### config.mk
export PLATFORM = sky130hd
export DESIGN_NAME = second_game_controller_flat
export DESIGN_NICKNAME = d
export VERILOG_FILES = /design/src/rtl/second_game_controller_if.sv /design/src/rtl/second_game_controller.sv /design/src/flat_wrapper.sv
export SDC_FILE = /design/constraint.sdc
export NUM_CORES = 1
export LEC_CHECK = 0
export ABC_AREA = 1
export BUFFER_PORTS_ARGS = -buffer_cell sky130_fd_sc_hd__buf_2
export CAP_MARGIN = 20
export CORE_ASPECT_RATIO = 1.25
export CORE_MARGIN = 2
export CORE_UTILIZATION = 52
export CTS_CLUSTER_SIZE = 8
export DETAILED_ROUTE_END_ITERATION = 8
export PLACE_DENSITY = 0.77
export SYNTH_ARGS = -nofsm -noshare
export SYNTH_HDL_FRONTEND = slang
export SYNTH_SLANG_ARGS = --single-unit
### constraint.sdc
create_clock -name clk -period 2.6 [get_ports clk]
set_input_delay 0.78 -clock clk [delete_from_list [all_inputs] [get_ports clk]]
set_output_delay 0.78 -clock clk [all_outputs]
set_load 0.03 [all_outputs]
### src/rtl/second_game_controller_if.sv
// Bus between the game controller and its surroundings: buttons, the pixel
// scan, the ball position from the engine, and the controller's status outputs.
interface second_game_controller_if;
  logic       i_start_btn;
  logic       i_pause_btn;
  logic       i_frame_start;
  logic       i_pixel_valid;
  logic [8:0] i_screen_x;
  logic [9:0] i_screen_y;
  logic       i_is_obstacle;
  logic [8:0] i_ball_x;
  logic [9:0] i_ball_y;

  logic        o_engine_arst_n;
  logic        o_is_pause;
  logic        o_is_lose;
  logic [15:0] o_score;
  logic [1:0]  o_lives;
  logic [2:0]  o_state;

  modport master (
    output i_start_btn, i_pause_btn, i_frame_start, i_pixel_valid,
           i_screen_x, i_screen_y, i_is_obstacle, i_ball_x, i_ball_y,
    input  o_engine_arst_n, o_is_pause, o_is_lose, o_score, o_lives, o_state
  );

  modport slave (
    input  i_start_btn, i_pause_btn, i_frame_start, i_pixel_valid,
           i_screen_x, i_screen_y, i_is_obstacle, i_ball_x, i_ball_y,
    output o_engine_arst_n, o_is_pause, o_is_lose, o_score, o_lives, o_state
  );
endinterface

### src/rtl/second_game_controller.sv
// Game flow controller: start/countdown/run/hit-grace/pause/lose sequencing,
// per-frame collision accumulation, score and lives bookkeeping.
module second_game_controller #(
  parameter int PLAYER_SIZE      = 30,
  parameter int LIVES            = 3,
  parameter int COUNTDOWN_FRAMES = 180,
  parameter int GRACE_FRAMES     = 60
) (
  input logic                     clk,
  input logic                     rst,
  second_game_controller_if.slave bus
);

  typedef enum logic [2:0] {
    S_IDLE      = 3'd0,
    S_COUNTDOWN = 3'd1,
    S_RUN       = 3'd2,
    S_HIT       = 3'd3,
    S_PAUSED    = 3'd4,
    S_LOSE      = 3'd5
  } state_e;

  localparam logic [10:0] BOX_M1     = 11'(PLAYER_SIZE - 1);
  localparam logic [15:0] CD_LAST    = 16'(COUNTDOWN_FRAMES - 1);
  localparam logic [15:0] GRACE_INIT = 16'(GRACE_FRAMES);
  localparam logic [1:0]  LIVES_INIT = 2'(LIVES);

  state_e      state_q, state_d;
  state_e      ret_q, ret_d;
  logic [15:0] cd_q, cd_d;
  logic [15:0] grace_q, grace_d;
  logic [15:0] score_q, score_d;
  logic [1:0]  lives_q, lives_d;
  logic        hit_acc_q, hit_acc_d;
  logic        arst_n_q, arst_n_d;
  logic        start_prev_q, pause_prev_q;
  logic        is_pause_q, is_lose_q;

  logic        start_press, pause_press, pixel_hit;
  logic [10:0] px, py, bx, by;

  function automatic logic [15:0] sat_inc16(input logic [15:0] v);
    return (v == 16'hFFFF) ? v : v + 16'd1;
  endfunction

  // Edge-detect buttons and test the current pixel against the ball box in 11 bits
  always_comb begin
    start_press = bus.i_start_btn & ~start_prev_q;
    pause_press = bus.i_pause_btn & ~pause_prev_q;
    px = {2'b00, bus.i_screen_x};
    py = {1'b0, bus.i_screen_y};
    bx = {2'b00, bus.i_ball_x};
    by = {1'b0, bus.i_ball_y};
    pixel_hit = bus.i_pixel_valid & bus.i_is_obstacle &
                (px >= bx) & (px <= bx + BOX_M1) &
                (py >= by) & (py <= by + BOX_M1);
  end

  // Next-state and datapath updates; frame evaluation sees last frame's hit_acc
  always_comb begin
    state_d   = state_q;
    ret_d     = ret_q;
    cd_d      = cd_q;
    grace_d   = grace_q;
    score_d   = score_q;
    lives_d   = lives_q;
    arst_n_d  = 1'b1;
    // A hit in the frame-start cycle already belongs to the new frame.
    hit_acc_d = bus.i_frame_start ? pixel_hit : (hit_acc_q | pixel_hit);

    unique case (state_q)
      S_IDLE, S_LOSE: begin
        if (start_press) begin
          state_d  = S_COUNTDOWN;
          arst_n_d = 1'b0;
          lives_d  = LIVES_INIT;
          score_d  = '0;
          cd_d     = '0;
        end
      end
      S_COUNTDOWN: begin
        if (bus.i_frame_start) begin
          if (cd_q == CD_LAST) begin
            state_d = S_RUN;
            cd_d    = '0;
          end else begin
            cd_d = cd_q + 16'd1;
          end
        end
      end
      S_RUN, S_HIT: begin
        // Pause wins over a coincident frame start: that frame is dropped.
        if (pause_press) begin
          ret_d   = state_q;
          state_d = S_PAUSED;
        end else if (bus.i_frame_start) begin
          score_d = sat_inc16(score_q);
          if (state_q == S_RUN) begin
            if (hit_acc_q) begin
              lives_d = lives_q - 2'd1;
              if (lives_q == 2'd1) begin
                state_d = S_LOSE;
              end else begin
                state_d = S_HIT;
                grace_d = GRACE_INIT;
              end
            end
          end else begin
            if (grace_q <= 16'd1) begin
              state_d = S_RUN;
              grace_d = '0;
            end else begin
              grace_d = grace_q - 16'd1;
            end
          end
        end
      end
      S_PAUSED: begin
        if (pause_press) state_d = ret_q;
      end
      default: state_d = S_IDLE;
    endcase
  end

  // State and output registers; reset dominates every other input
  always_ff @(posedge clk) begin
    if (rst) begin
      state_q      <= S_IDLE;
      ret_q        <= S_RUN;
      cd_q         <= '0;
      grace_q      <= '0;
      score_q      <= '0;
      lives_q      <= LIVES_INIT;
      hit_acc_q    <= 1'b0;
      arst_n_q     <= 1'b0;
      start_prev_q <= 1'b0;
      pause_prev_q <= 1'b0;
      is_pause_q   <= 1'b1;
      is_lose_q    <= 1'b0;
    end else begin
      state_q      <= state_d;
      ret_q        <= ret_d;
      cd_q         <= cd_d;
      grace_q      <= grace_d;
      score_q      <= score_d;
      lives_q      <= lives_d;
      hit_acc_q    <= hit_acc_d;
      arst_n_q     <= arst_n_d;
      start_prev_q <= bus.i_start_btn;
      pause_prev_q <= bus.i_pause_btn;
      is_pause_q   <= ~((state_d == S_RUN) || (state_d == S_HIT));
      is_lose_q    <= (state_d == S_LOSE);
    end
  end

  assign bus.o_engine_arst_n = arst_n_q;
  assign bus.o_is_pause      = is_pause_q;
  assign bus.o_is_lose       = is_lose_q;
  assign bus.o_score         = score_q;
  assign bus.o_lives         = lives_q;
  assign bus.o_state         = state_q;

endmodule

### src/flat_wrapper.sv
// flat-port wrapper written by rule: the top's interface ports become plain ports
module second_game_controller_flat 
#(
  parameter int PLAYER_SIZE      = 30,
  parameter int LIVES            = 3,
  parameter int COUNTDOWN_FRAMES = 180,
  parameter int GRACE_FRAMES     = 60
)
  (clk, rst, bus_i_start_btn, bus_i_pause_btn, bus_i_frame_start, bus_i_pixel_valid, bus_i_screen_x, bus_i_screen_y, bus_i_is_obstacle, bus_i_ball_x, bus_i_ball_y, bus_o_engine_arst_n, bus_o_is_pause, bus_o_is_lose, bus_o_score, bus_o_lives, bus_o_state);
  second_game_controller_if bus_i ();
  input logic clk;
  input logic rst;
  input wire logic [$bits(bus_i.i_start_btn)-1:0] bus_i_start_btn;
  input wire logic [$bits(bus_i.i_pause_btn)-1:0] bus_i_pause_btn;
  input wire logic [$bits(bus_i.i_frame_start)-1:0] bus_i_frame_start;
  input wire logic [$bits(bus_i.i_pixel_valid)-1:0] bus_i_pixel_valid;
  input wire logic [$bits(bus_i.i_screen_x)-1:0] bus_i_screen_x;
  input wire logic [$bits(bus_i.i_screen_y)-1:0] bus_i_screen_y;
  input wire logic [$bits(bus_i.i_is_obstacle)-1:0] bus_i_is_obstacle;
  input wire logic [$bits(bus_i.i_ball_x)-1:0] bus_i_ball_x;
  input wire logic [$bits(bus_i.i_ball_y)-1:0] bus_i_ball_y;
  output wire logic [$bits(bus_i.o_engine_arst_n)-1:0] bus_o_engine_arst_n;
  output wire logic [$bits(bus_i.o_is_pause)-1:0] bus_o_is_pause;
  output wire logic [$bits(bus_i.o_is_lose)-1:0] bus_o_is_lose;
  output wire logic [$bits(bus_i.o_score)-1:0] bus_o_score;
  output wire logic [$bits(bus_i.o_lives)-1:0] bus_o_lives;
  output wire logic [$bits(bus_i.o_state)-1:0] bus_o_state;
  assign bus_i.i_start_btn = bus_i_start_btn;
  assign bus_i.i_pause_btn = bus_i_pause_btn;
  assign bus_i.i_frame_start = bus_i_frame_start;
  assign bus_i.i_pixel_valid = bus_i_pixel_valid;
  assign bus_i.i_screen_x = bus_i_screen_x;
  assign bus_i.i_screen_y = bus_i_screen_y;
  assign bus_i.i_is_obstacle = bus_i_is_obstacle;
  assign bus_i.i_ball_x = bus_i_ball_x;
  assign bus_i.i_ball_y = bus_i_ball_y;
  assign bus_o_engine_arst_n = bus_i.o_engine_arst_n;
  assign bus_o_is_pause = bus_i.o_is_pause;
  assign bus_o_is_lose = bus_i.o_is_lose;
  assign bus_o_score = bus_i.o_score;
  assign bus_o_lives = bus_i.o_lives;
  assign bus_o_state = bus_i.o_state;
  second_game_controller #(.PLAYER_SIZE(PLAYER_SIZE), .LIVES(LIVES), .COUNTDOWN_FRAMES(COUNTDOWN_FRAMES), .GRACE_FRAMES(GRACE_FRAMES)) u_core (.clk(clk), .rst(rst), .bus(bus_i));
endmodule
==> results of run 1 <==
[state kept, by name, indices dropped and copies added, names as in the netlist]
register	flops
u_core.bus.o_score	16
u_core.cd_q	16
u_core.grace_q	16
u_core.bus.o_state	3
u_core.ret_q	3
u_core.bus.o_lives	2
u_core.bus.o_engine_arst_n	1
u_core.bus.o_is_lose	1
u_core.bus.o_is_pause	1
u_core.hit_acc_q	1
u_core.pause_prev_q	1
u_core.start_prev_q	1
[placed cells by master (no fill, tap or decap), types with 7 or more instances in the layout]
cell type / count
nand2_1: 129
inv_1: 96
buf_2: 68
nor2_1: 62
dfxtp_1: 62
a21oi_1: 45
ha_1: 44
nand3_1: 40
xor2_1: 22
nor3_1: 20
o21ai_0: 18
nand4_1: 11
clkbuf_8: 11
buf_4: 10
nor4_1: 9
inv_2: 8
nor2_4: 7
[power groups by stage]
| stage | Sequential, W | Combinational, W | Clock, W |
|---|---|---|---|
| after detailed placement | 0.000996 | 0.000423 | 0 |
| after global routing | 0.000976 | 0.000496 | 0.00101 |
| after floorplan | 0.00101 | 0.000281 | 0 |
| after global placement | 0.000996 | 0.000406 | 0 |
| after CTS | 0.000975 | 0.000426 | 0.000978 |
| final | 0.000975 | 0.000428 | 0.000959 |
[worst min path at each step]
| stage | endpoint | slack, ns |
|---|---|---|
| after detailed placement | u_core.ret_q[1]$_SDFFE_PP1P_ | 0.45 |
| after CTS | u_core.ret_q[2]$_SDFFE_PP0P_ | 0.46 |
| after floorplan | u_core.ret_q[1]$_SDFFE_PP1P_ | 0.42 |
| after global routing | u_core.ret_q[1]$_SDFFE_PP1P_ | 0.49 |
| final | u_core.ret_q[2]$_SDFFE_PP0P_ | 0.46 |
| after global placement | u_core.ret_q[2]$_SDFFE_PP0P_ | 0.44 |
[logic make-up after synthesis]
family                     Yosys count  share of synthesized area [%]
AOI/OAI and AO/OA                   95                           12.5
adders and majority gates           45                           12.3
xor gates and xnor gates            24                           4.61
buffers and inverters              115                           10.2
and+or+nand+nor                    313                           33.1
DFF                                 62                           27.2
[tightest hold or removal path, stage by stage (launching register included)]
cell and delay (ns):
dfxtp_1 0.30, inv_1 0.07, nor3_1 0.05
[final cells by class]
cell class / count / area, sq um
tap: 120 / 150
multi-input combinational: 477 / 2870
fill: 814 / 3300
inverter: 106 / 402
clock inverter: 3 / 67.6
sequential: 62 / 1240
clock buffer: 12 / 155
timing repair buffer: 78 / 415
[per-layer routing]
layer	part of all wire (%)	GRT usage [%]
met2	52	42.5
met4	1.2	7.14
met5	0	0
met3	4.6	5.68
met1	42	25.3
[through the flow]
stage | setup TNS (ns) | util, % | instances | power [W] | hold slack [ns]
after CTS | 0 | 61.4 | 858 | 0.00238 | 0.465
after detailed placement | -0.211 | 58.8 | 843 | 0.00142 | 0.453
after global placement | -0.136 | 58.8 | 843 | 0.00140 | 0.441
after floorplan | 0 | - | 654 | 0.00129 | 0.419
after global routing | -0.0305 | 61.6 | 858 | 0.00249 | 0.494
final | 0 | 61.6 | 858 | 0.00236 | 0.461
==> metrics.txt, run 1 <==
status finished clean; worst hold stages 2; Rows 38; switching portion of total power 27.5%; Max VDD drop 203 uV; initial core utilization 53.0%; total CTS buffers 9; Slew @ Worst Pin 0.552 ns; Crit. Startpoint bus_i_ball_y[1]; Worst R2R Path Depth 11; ys flop type dfxtp_1; Clock transition at path regs 0.07 ns; reg2reg start u_core.bus.o_score[1]$_SDFFE_PP0P_; Avg Synthesized Cell Area between 6 and 7 sq um; Critical Path Source Type input pin; Tcrit/Tclk final 92.1%; CTS resizes 0; TritonCTS clock tree built; most common cell in the netlist nand2_1; Slowest cell on crit path ha_1; Int Power 0.00171 W; largest net degree at the start of global routing 24; r2r setup slk between 0.6 and 0.7 ns; clk root buf clkbuf_8; initial antenna violation count 0; All-Layer GR Usage 22.9%; Pleak 2.43 nW; post-route cell area 5300 sq um; Reg2Reg Capture Point u_core.bus.o_score[8]$_SDFFE_PP0P_; Psw 0.000649 W; max_cap viols 0; setup bufs post-CTS 0; Syn Inst Count 654; crit-path max cell delay 0.31 ns; clock sink count 62; CP max FO 2; Area Growth Syn to Fin 16.3%; PortBufs 68; Die Width 87.8 um; critical path, cell by cell buf_2, buf_4, a21oi_1, nand3_1, nand3_1, nor3_1, xor2_1, ha_1, nand3_1, nor4_1, nor2_1, nand2_1, nand4_1, a21oi_1; Post-DP Area a little over 5000 sq um; count of endpoints failing setup in the final report 0; GP Congestion 0.858; vias in the first global route 4377; share of post-route cells with drive strength above 1 between 10% and 20%; Core Area 8610 sq um; Arrival @ worst endpoint around 2.7 ns; via count ~4500; Worst Setup Slack, final 0.205 ns; #FFs+latches synth 62; EDFF count, synth 0; I/O pin total a little under 70; Hold WC Path Type flop to flop; Min-Delay Startpoint u_core.ret_q[2]$_SDFFE_PP0P_; Antenna Cells 0; Worst Path Buf+Inv 2; largest cells by area after synthesis dfxtp_1 (27%), ha_1 (12%), nand2_1 (11%), inv_1 (7.9%), nor2_1 (5.1%); die height 109 um; die area 9540 sq um; top cells by count, synth nand2_1 (130), inv_1 (96), dfxtp_1 (62), nor2_1 (62), a21oi_1 (46); CP top delay family simple AND/OR/NAND/NOR gates; Net Count, Synth 744; Yosys top cell by area dfxtp_1; CP required 2.88 ns; Async SR Flop Fraction 0%; FMAX 417 MHz; Mapped Area 4560 sq um; pre-CTS WS -0.211 ns; clk_lat worst skew 0.35 ns; most frequent CP cell nand3_1; Comb power frac a little under a fifth; critical path type input pin to flop; Crit path depth 14; # hold bufs at CTS 0; end of the critical path u_core.hit_acc_q$_SDFF_PP0_; DRC viols 0; post-synth top area share between 20 and 30%; yosys warns 0; gr ovfl total 0; clk_skew 0.0134 ns; DR WL/cell 12.0 um; DPL Wire Length 8130 um; Max clock buf depth 2; fin nets 824; relative max-transition margin 63.2%; vias per cell slightly above 5; first-pass GRT wire length 17700 um; H-tree Lvls 3; CP Capture Type flop; DRT Pass-1 Iters 4; Seq pwr share between 40% and 50%; register area share after synthesis 27.2%; Synth cell types 52; antenna viol nets, final 0; routed wire length 10300 um; Pins Over Slew Limit 0; Pwr Density 446 nW/um^2; minimum clock period 2.40 ns; endpoints failing hold 0; drt first-iter violations approximately 180; clock share of power 40.6%
Power figures use the tool's default switching activity.
==> inputs of run 2 (changes only) <==
--- a/config.mk
+++ b/config.mk
@@ -10,10 +10,10 @@
 export CAP_MARGIN = 20
 export CORE_ASPECT_RATIO = 1.25
 export CORE_MARGIN = 2
-export CORE_UTILIZATION = 52
+export CORE_UTILIZATION = 58
 export CTS_CLUSTER_SIZE = 8
 export DETAILED_ROUTE_END_ITERATION = 8
-export PLACE_DENSITY = 0.77
+export PLACE_DENSITY = 0.81
 export SYNTH_ARGS = -nofsm -noshare
 export SYNTH_HDL_FRONTEND = slang
 export SYNTH_SLANG_ARGS = --single-unit
==> constraint.sdc (replaced) <==
create_clock -name clk -period 2.4 [get_ports clk]
set_input_delay 0.72 -clock clk [delete_from_list [all_inputs] [get_ports clk]]
set_output_delay 0.72 -clock clk [all_outputs]
set_load 0.03 [all_outputs]
==> metrics.txt, run 2 (synthesized netlist as in run 1, its figures left out) <==
status finished clean; leading cell type in the layout, fill and taps excluded nand2_1; Max clock buf depth 2; crit-path max cell delay between 0.2 and 0.3 ns; via count 4534; CP max FO 3; I/O pin total 69; fin nets 833; All-Layer GR Usage 24.3%; critical path, cell by cell buf_4, ha_4, nor3_4, nand2_1, nand2_1, xor2_1, ha_1, nand2_2, inv_2, a21oi_2, nand2_1, nand2_1, nand2_1, nand2_1, nand2_1, nand2_1, nand4_1, a21oi_1; Pleak about 2.5 nW; clk root buf clkbuf_8; most frequent CP cell nand2_1; clock sink count 62; relative max-transition margin 64.9%; hold slack 0.461 ns; gr ovfl total 0; clk_skew 0.00932 ns; r2r setup slk 0.49 ns; Pins Over Slew Limit 0; FILL cells 649; Reg2Reg Capture Point u_core.grace_q[11]$_SDFFE_PP0P_; Final Power 0.00246 W; Arrival @ worst endpoint 2.59 ns; H-tree Lvls 3; Clock transition at path regs 0.07 ns; Die Width 83.3 um; vias per cell ~5.4; drt first-iter violations around 180; RSZ-0062 raised after global routing true; count of endpoints failing setup in the final report 0; clk_lat worst skew 0.35 ns; post-layout util a little over two thirds; Post-DP Area between 5000 and 6000 sq um; most frequent cells in the layout nand2_1 (129), inv_1 (95), buf_2 (66); Pwr Density 460 nW/um^2; DR WL/cell about 12 um; Min-Delay Startpoint u_core.ret_q[2]$_SDFFE_PP0P_; critical path type input pin to flop; share of post-route cells with drive strength above 1 20.5%; GP Congestion 0.895; # hold bufs at CTS 0; DRC viols 0; routed wire length approximately 10000 um; grt met1 use 26.3%; reg2reg start u_core.bus.o_state[1]$_SDFF_PP0_; Critical Path Source Type input pin; placed insts 826; CP required 2.68 ns; total CTS buffers 9; Antenna Cells 0; PortBufs 68; fin cells around 840; WHS Endpoint u_core.ret_q[2]$_SDFFE_PP0P_; worst hold stages 2; Worst R2R Path Depth 8; Rows 36; vias in the first global route between 4000 and 5000; DPL Wire Length roughly 8000 um; gr busiest metal met2; minimum clock period 2.31 ns; FMAX 432 MHz; Slew @ Worst Pin around 0.53 ns; TritonCTS clock tree built; antenna viol nets, final 0; Hold WC Path Type flop to flop; met2 Track Usage GR between 40% and 50%; M3 GR Usage 5.28%; first-pass GRT wire length 17300 um; Tcrit/Tclk final approximately 96%; Max VDD drop 341 uV; initial antenna violation count 0; initial core utilization 59.2%; post-route cell area 5340 sq um; Slowest cell on crit path ha_1; max_cap viols 0; die height 103 um; largest net degree at the start of global routing 24; die area 8590 sq um; Area Growth Syn to Fin 17.2%; CP Capture Type flop; Core Area between 7000 and 8000 sq um; DRT Pass-1 Iters 5; endpoints failing hold 0
-- run 2: what timing repair did --
item / 4_1_cts / 5_1_grt
buffers inserted: 0 / 1
gates resized for setup: 0 / 11
endpoints found under the hold margin: 0 / 0
setup endpoints to repair: 0 / 1
-- run 2: final cells by class --
type | count | area [sq um] | share of cell area, %
clock buffer | 11 | 141 | 2.65
tap | 95 | 119 | 2.23
multi-input combinational | 477 | 2900 | 54.3
timing repair buffer | 87 | 488 | 9.14
clock inverter | 4 | 47.5 | 0.890
inverter | 106 | 402 | 7.52
sequential | 62 | 1240 | 23.2
-- run 2: report_power, final --
group | total, W | internal [W] | switching (W)
combinational | 0.000500 | 0.000197 | 0.000303
sequential | 0.00106 | 0.00104 | 0.0000131
clock | 0.000899 | 0.000498 | 0.000401
total | 0.00246 | 0.00174 | 0.000717
-- run 2: critical path: cells and delay by family --
family	cells	cell delay (ns)
xor gates and xnor gates	1	0.16
and+or+nand+nor	11	0.86
buffers and inverters	2	0.17
AOI/OAI and AO/OA	2	0.24
adders and majority gates	2	0.44
-- run 2: worst max-delay path by stage --
stage	start	end	slack, ns
after detailed placement	bus_i_ball_y[0]	u_core.hit_acc_q$_SDFF_PP0_	-0.29
after CTS	bus_i_ball_y[0]	u_core.hit_acc_q$_SDFF_PP0_	0.06
after floorplan	bus_i_ball_y[0]	u_core.hit_acc_q$_SDFF_PP0_	0.005
final	bus_i_ball_y[1]	u_core.hit_acc_q$_SDFF_PP0_	0.09
after global routing	bus_i_ball_y[1]	u_core.hit_acc_q$_SDFF_PP0_	-0.06
after global placement	bus_i_ball_y[0]	u_core.hit_acc_q$_SDFF_PP0_	-0.19
-- run 2: metal layers --
layer	up-vias	wire [um]
met5	-	0
li1	2335	-
met3	21	466
met4	0	233
met2	107	5340
met1	2071	4330
-- run 2: stage by stage --
stage                     setup WS [ns]  setup TNS, ns
after global placement           -0.191         -0.191
after CTS                        0.0634              0
after floorplan                 0.00495              0
after global routing            -0.0560        -0.0560
final                            0.0878              0
after detailed placement         -0.290         -0.290
